===== src/rtl/mux_pipeline_stream.sv =====
// mux_pipeline_stream: N:1 multiplexer built as a registered radix-R select tree.
// Every beat carries its own select value. Stages move on a valid/ready back-chain,
// so empty stages fill while the output is stalled and no beat is dropped.
module mux_pipeline_stream #(
    parameter int unsigned WIDTH       = 8,
    parameter int unsigned INPUT_COUNT = 10,
    parameter int unsigned RADIX       = 4,
    localparam int unsigned SEL_W      = $clog2(INPUT_COUNT),
    localparam int unsigned RB         = $clog2(RADIX),
    localparam int unsigned LEVELS     = (SEL_W + RB - 1) / RB,
    localparam int unsigned OCC_W      = $clog2(LEVELS + 1)
) (
    input  logic                         clk,
    input  logic                         rst_n,
    input  logic                         in_valid,
    output logic                         in_ready,
    input  logic [SEL_W-1:0]             in_sel,
    input  logic [WIDTH*INPUT_COUNT-1:0] in_data,
    output logic                         out_valid,
    input  logic                         out_ready,
    output logic [WIDTH-1:0]             out_data,
    output logic                         out_err,
    output logic [OCC_W-1:0]             occupancy
);

    // Select padded to a whole number of RB-bit groups; the extra top bits are zero.
    localparam int unsigned SEL_PW = LEVELS * RB;

    // Node count of tree level lvl: ceil(INPUT_COUNT / RADIX^(lvl+1)).
    function automatic int unsigned node_cnt(input int unsigned lvl);
        int unsigned n;
        n = INPUT_COUNT;
        for (int unsigned i = 0; i <= lvl; i++) begin
            n = (n + RADIX - 1) / RADIX;
        end
        return n;
    endfunction

    logic [LEVELS-1:0] v_q, v_d;
    logic [LEVELS-1:0] err_q, err_d;
    logic [LEVELS-1:0] en;
    logic [LEVELS-1:0] up_v;
    logic [LEVELS-1:0] up_err;
    logic [LEVELS-1:0] ld;
    logic [OCC_W-1:0]  occ_q, occ_d;
    logic [SEL_PW-1:0] sel_pad;
    logic              sel_err;

    assign sel_pad = SEL_PW'(in_sel);
    assign sel_err = (32'(in_sel) >= INPUT_COUNT);

    // Stage enables: a stage may load if it is empty or the stage after it moves.
    always_comb begin
        en = '0;
        en[LEVELS-1] = !v_q[LEVELS-1] | out_ready;
        for (int k = int'(LEVELS) - 2; k >= 0; k--) begin
            en[k] = !v_q[k] | en[k+1];
        end
    end

    // Next-state for valid/err bits; data and sel load only when a real beat arrives.
    always_comb begin
        up_v      = '0;
        up_err    = '0;
        up_v[0]   = in_valid;
        up_err[0] = sel_err;
        for (int k = 1; k < int'(LEVELS); k++) begin
            up_v[k]   = v_q[k-1];
            up_err[k] = err_q[k-1];
        end
        ld    = en & up_v;
        v_d   = '0;
        err_d = '0;
        occ_d = '0;
        for (int k = 0; k < int'(LEVELS); k++) begin
            v_d[k]   = en[k] ? up_v[k] : v_q[k];
            err_d[k] = ld[k] ? up_err[k] : err_q[k];
            occ_d    = occ_d + OCC_W'(v_d[k]);
        end
    end

    // Valid, err and occupancy registers.
    always_ff @(posedge clk or negedge rst_n) begin
        if (!rst_n) begin
            v_q   <= '0;
            err_q <= '0;
            occ_q <= '0;
        end else begin
            v_q   <= v_d;
            err_q <= err_d;
            occ_q <= occ_d;
        end
    end

    for (genvar k = 0; k < LEVELS; k++) begin : g_lvl
        localparam int unsigned DstN   = node_cnt(k);
        localparam int unsigned SrcW   = RADIX * DstN * WIDTH;
        localparam int unsigned SelInW = SEL_PW - k * RB;

        // src is zero-extended so children past the last real source read as zero.
        logic [SrcW-1:0]         src;
        logic [SelInW-1:0]       sel_in;
        logic [DstN*WIDTH-1:0]   data_d, data_q;

        if (k == 0) begin : g_src
            assign src    = SrcW'(in_data);
            assign sel_in = sel_pad;
        end else begin : g_src
            assign src    = SrcW'(g_lvl[k-1].data_q);
            assign sel_in = g_lvl[k-1].g_sel.sel_q;
        end

        // Each node picks one of RADIX children with the low RB bits of the select.
        always_comb begin
            data_d = data_q;
            if (ld[k]) begin
                for (int j = 0; j < int'(DstN); j++) begin
                    data_d[j*WIDTH +: WIDTH] =
                        src[(j*RADIX + int'(sel_in[RB-1:0]))*WIDTH +: WIDTH];
                end
            end
        end

        // Node output registers for this level.
        always_ff @(posedge clk or negedge rst_n) begin
            if (!rst_n) begin
                data_q <= '0;
            end else begin
                data_q <= data_d;
            end
        end

        // Remaining select bits travel with the beat; the last level needs none.
        if (k < LEVELS - 1) begin : g_sel
            logic [SelInW-RB-1:0] sel_d, sel_q;

            // Capture the select groups still to be consumed downstream.
            always_comb begin
                sel_d = sel_q;
                if (ld[k]) begin
                    sel_d = sel_in[SelInW-1:RB];
                end
            end

            // Select register for this level.
            always_ff @(posedge clk or negedge rst_n) begin
                if (!rst_n) begin
                    sel_q <= '0;
                end else begin
                    sel_q <= sel_d;
                end
            end
        end
    end

    assign in_ready  = en[0];
    assign out_valid = v_q[LEVELS-1];
    assign out_err   = err_q[LEVELS-1];
    assign out_data  = err_q[LEVELS-1] ? '0 : g_lvl[LEVELS-1].data_q;
    assign occupancy = occ_q;

endmodule


===== config.mk =====
export PLATFORM = sky130hd
export DESIGN_NAME = mux_pipeline_stream
export DESIGN_NICKNAME = d
export VERILOG_FILES = /design/src/rtl/mux_pipeline_stream.sv
export SDC_FILE = /design/constraint.sdc
export NUM_CORES = 1
export LEC_CHECK = 0
export ABC_AREA = 1
export CAP_MARGIN = 20
export CORE_ASPECT_RATIO = 1.2
export CORE_MARGIN = 1
export CORE_UTILIZATION = 49
export DETAILED_ROUTE_END_ITERATION = 6
export GPL_TIMING_DRIVEN = 0
export PLACE_DENSITY_LB_ADDON = 0.25
export SETUP_SLACK_MARGIN = 0.4
export SLEW_MARGIN = 20
export SYNTH_ARGS = -nofsm -noshare
export SYNTH_HDL_FRONTEND = slang
export SYNTH_SLANG_ARGS = --single-unit

===== constraint.sdc =====
create_clock -name clk -period 1.9 [get_ports clk]
set_input_delay 0.38 -clock clk [delete_from_list [all_inputs] [get_ports clk]]
set_output_delay 0.38 -clock clk [all_outputs]
set_load 0.02 [all_outputs]

Word-level counts from Yosys, hierarchy flattened --
Index checks and enable logic that the tools add are counted.
Cells by class: bitwise logic cells 3, multiply operators 0, reductions and logical operators 2, order comparisons 1, add/subtract/negate cells 3, divide/modulo/power cells 0, shift operators 4, equal/unequal tests 0, multiplexer cells 3
Operators by type and width (number):
- $shiftx 96x6->8 | 1
- $shiftx 96x8->8 | 1
- $shiftx 96x9->8 | 1
- $shiftx 32x6->8 | 1
- $mux 8 | 1
- $add 4x2->5 const A | 1
- $add 3x2->4 const A | 1
- $ge 4x4->1 const B | 1
- $add 1x1->2 | 1
- $and 2x2->2 | 1
- $logic_not 1->1 | 2
- $mux 1 | 2
- $or 1x1->1 | 2
Word-level totals: bits in read-only memories 0, memories kept 0, word-level logic and storage cells 23, output and inout bits 13, input bits 88, bits in writable memories 0, register bits after elaboration 40, bits in latches 0

Depth between registers and ports, before layout --
depth after elaboration 5, depth in mapped cells 8, gate-level depth less buffers 6

Worst setup path after synthesis --
OpenSTA, ideal clock, no wires.
path kind flip-flop to flip-flop, from register v_q[1], to register occ_q[0] (netlist: occupancy[0]), path slack 477 ps, clock period less this slack 1423 ps, data arrival time 1297 ps, cell stages (with the launch flop) 6, library setup time 126 ps, path buffers 1, data required time 1774 ps, cell sequence dfrtp_1 -> nand3_4 -> nand2_8 -> buf_4 -> nand2_1 -> ha_1
Between the ends: word-level cells in the longest chain between the ends 5, elaborated cells on any way between the ends 6, those cells by class add/sub: 1; mux: 2; bitwise: 2; reduce/logical: 1
Ends and longest elaborated chain:
- start, declared | line 39 | logic [LEVELS-1:0] v_q, v_d;
- start signal, assigned | line 89 | v_q <= v_d;
- $logic_not 1->1 | line 55 | en[LEVELS-1] = !v_q[LEVELS-1] | out_ready;
- $or 1x1->1 | line 55
- $or 1x1->1 | line 57 | en[k] = !v_q[k] | en[k+1];
- net in_ready | line 16 | output logic in_ready,
- $mux 1 | line 76 | v_d[k] = en[k] ? up_v[k] : v_q[k];
- net v_d[0] | line 39
- $add 1x1->2 | line 78 | occ_d = occ_d + OCC_W'(v_d[k]);
- net occ_d[0] | line 45 | logic [OCC_W-1:0] occ_q, occ_d;
- end signal, assigned | line 87 | occ_q <= '0;
- end signal, assigned | line 91 | occ_q <= occ_d;
- end, declared | line 45
The timed path passes the listed nets, and every way through them passes these cells. A chain may end at the register's enable or synchronous reset.

Worst setup path in the final report --
from register err_q[1], to output out_data[2]
Between the ends: word-level cells in the longest chain between the ends 1
Ends and longest elaborated chain:
- start, declared | line 40 | logic [LEVELS-1:0] err_q, err_d;
- start signal, assigned | line 90 | err_q <= err_d;
- $mux 8 | line 159 | assign out_data = err_q[LEVELS-1] ? '0 : g_lvl[LEVELS-1].data_q;
- end, declared | line 21 | output logic [WIDTH-1:0] out_data,
Every way passes these cells.

==> impl_metrics.csv <==
group,metric,value,unit
outcome,outcome,"finished, final reports clean",
global_route,antenna_found_initial,0,
detailed_routing,wire_per_inst,10.6,µm
timing,layout_min_cycle_time,1460,ps
synth,synthesis.area,0.00279,mm²
cts,clk_path_buf_depth,2,
cts,numCtsBuffers,5,
setup_path,reg2regPathDepth,5,
finish,syn_to_final_growth,41.2,%
detailed_routing,wirelength,6.57,mm
detailed_routing,route.vias.total,2859,
flow_run,cap_violations,0,
synth,synth_seq_cells,40,
pwr,total_power,2.74,mW
synth,syn_area_per_cell,6.16,µm²
setup_path,r2r_end,"occupancy[0]$_DFF_PN0_",
timing,whs,60.8,ps
detailed_routing,dr.pass1.iters,7,
timing,hold_violations,0,
setup_path,required,1520,ps
setup_path,path_cells,"buf_4 -> nor2_1 -> buf_2",
floorplanning,die_y,84.6,µm
global_route,grt_max_degree,23,
setup_path,crit_path_end_kind,"primary output",
cts,path_clk_slew,70,ps
synth,yosys_warnings,0,
timing,max_slew_margin,65.0,%
setup_path,path_delay_family,"flip-flops",
global_route,grt_pass1_wl,11.6,mm
detailed_routing,postRouteAntennaNets,0,
synth,syn_inst,453,
floorplanning,rows,29,
cts,cts_root_buf,"clkbuf_8",
cts,cts_tree,"built",
setup_path,reg2reg_slack,580,ps
pwr,p_per_area,695,mW/mm²
timing,finalCritPeriodShare,76.7,%
detailed_routing,viasPerCell,4.60,
cts,h-tree-depth,2,
setup_path,critPathLaunchType,"flip-flop",
floorplanning,core_area,0.00537,mm²
synth,synth.distinct_cells,18,
timing,drv_slew,0,
place,dp_cells,614,
pwr,ir_worst_vdd,0.394,mV
floorplanning,die-area,0.00600,mm²
synth,ys_seq_area_share,35.9,%
setup_path,crit_arrival,1080,ps
setup_path,max_stage_delay,370,ps
global_route,grt_pass1_vias,2840,
finish,drive_above_1_share,9.29,%
floorplanning,ios,101,
place,port-buffer-count,98,
setup_path,r2r-start,"v_q[1]$_DFF_PN0_",
hold_path,worstHoldPathType,"in2async",
global_route,track_usage,24.0,%
finish,final_nets,648,
global_route,grt.overflow.total,0,
floorplanning,fp.dieW,70.9,µm
place,dp_hpwl,5.35,mm
finish,antenna_cells,0,
cts,cts_setup_buffers,0,
timing,final-setup-viol-count,0,
cts,cts_hold_buf,0,
pwr,p_leak,2.31,nW
cts,clock-sinks,40,
timing,tns,0,ps
detailed_routing,drt_first_iter_violations,144,
cts,clock_latency,290,ps
finish,layout.cells.non_filler,622,
setup_path,path_max_fanout,9,
synth,syn_nets,542,
place,globalplace.congestion,0.891,
detailed_routing,drc_errors,0,
setup_path,crit_type,"reg2out",
timing,rsz0062_at_grt,"true",
timing,max_freq,0.686,GHz
setup_path,worstSetupStartpoint,"err_q[1]$_DFFE_PN0P_",
setup_path,path_buf_inv,2,
floorplanning,start_util,51.9,%
timing,worst_pin_slew,525,ps
setup_path,cpMaxStageDelayCell,"dfrtp_1",
timing,finClkSkew,2.90,ps
## registers in the layout, indices dropped and copies added, names as in the netlist
signal	cells
occupancy	2
g_lvl.g_sel.sel_q	2
v_q	2
g_lvl.data_q	32
err_q	2
## repair_timing
action,in CTS,in global routing
setup endpoints to repair,13,10
resized for setup,40,13
hold endpoints to repair,0,0
## worst max path at each step
| stage | depth (start not counted) | slack [ps] | end |
|---|---|---|---|
| 2_1_floorplan | 5 | 480 | occupancy[0]$_DFF_PN0_ |
| 3_3_place_gp | 1 | -410 | g_lvl[0].data_q[2]$_DFFE_PN0P_ |
| 3_5_place_dp | 4 | -90 | in_ready |
| 4_1_cts | 4 | 210 | in_ready |
| 5_1_grt | 3 | 390 | out_data[1] |
| 6_report | 3 | 440 | out_data[2] |
## cells in the final DEF, fill, tap and decap left out, drive strengths merged
cell type,netlist,routed
buf,19,31
clkbuf,1,8
clkdlybuf4s50,0,83
dfrtp,40,40
dlygate4sd2,0,4
dlymetal6s2s,0,1
ha,1,1
inv,95,95
nand2,211,211
nand3,49,49
nor2,33,33
o21ai,4,4
## Yosys cell counts
library cell  number  area (µm²)
inv_6              1        8.76
inv_2              4        15.0
nand3_2            4        40.0
nand2_1          210         788
buf_4              9        67.6
nand3_1           44         220
dfrtp_1           40        1000
inv_1             88         330
nand3_4            1        17.5
nor2_4             1        11.3
o21ai_0            4        20.0
nand2_8            1        20.0
inv_4              2        12.5
buf_6              8        90.1
nor2_1            32         120
buf_2              2        10.0
clkbuf_1           1        3.75
ha_1               1        12.5
## cell families (layout without fill, tap and decap cells)
group	after synthesis	in the layout	synth area share, %
AOI/OAI and AO/OA	4	4	0.718
adders and majority gates	1	1	0.449
buffers and inverters	115	222	19.3
DFF	40	40	35.9
and+or+nand+nor	293	293	43.7
## through the flow
step	worst slack (ps)	cell area (µm²)	utilization, %
2_1_floorplan	477	2790	-
3_3_place_gp	-405	3850	71.6
3_5_place_dp	-94.8	3870	72.1
4_1_cts	210	3920	73.0
5_1_grt	388	3940	73.3
6_report	442	3940	73.3
## worst register-to-register path: stages (launching register included)
cell     delay, ps
dfrtp_1        400
nand3_4        130
nand2_8        120
buf_4          180
nand2_1         80
ha_1           290
## area by class of cell
type / count / area, µm²
flip-flops and latches: 40 / 1000
well taps: 62 / 77.6
multi-input cells: 298 / 1250
plain buffers: 20 / 175
clock buffers: 8 / 90.1
fillers: 459 / 1430
repair buffers: 99 / 975
inverters: 95 / 367
## per-layer routing
layer | global-route usage, % | wire length (µm)
met5 | 0 | 0
met4 | 8.00 | 123
met3 | 4.20 | 350
met2 | 45.8 | 3490
met1 | 26.3 | 2610
## where the power goes
part           internal, mW  total, mW  leakage [nW]  switching [mW]
clock network         0.296      0.562        0.0455           0.267
registers              1.02       1.12         0.499          0.0931
logic                 0.484       1.06          1.76           0.571
(Power assumes the default switching activity.)
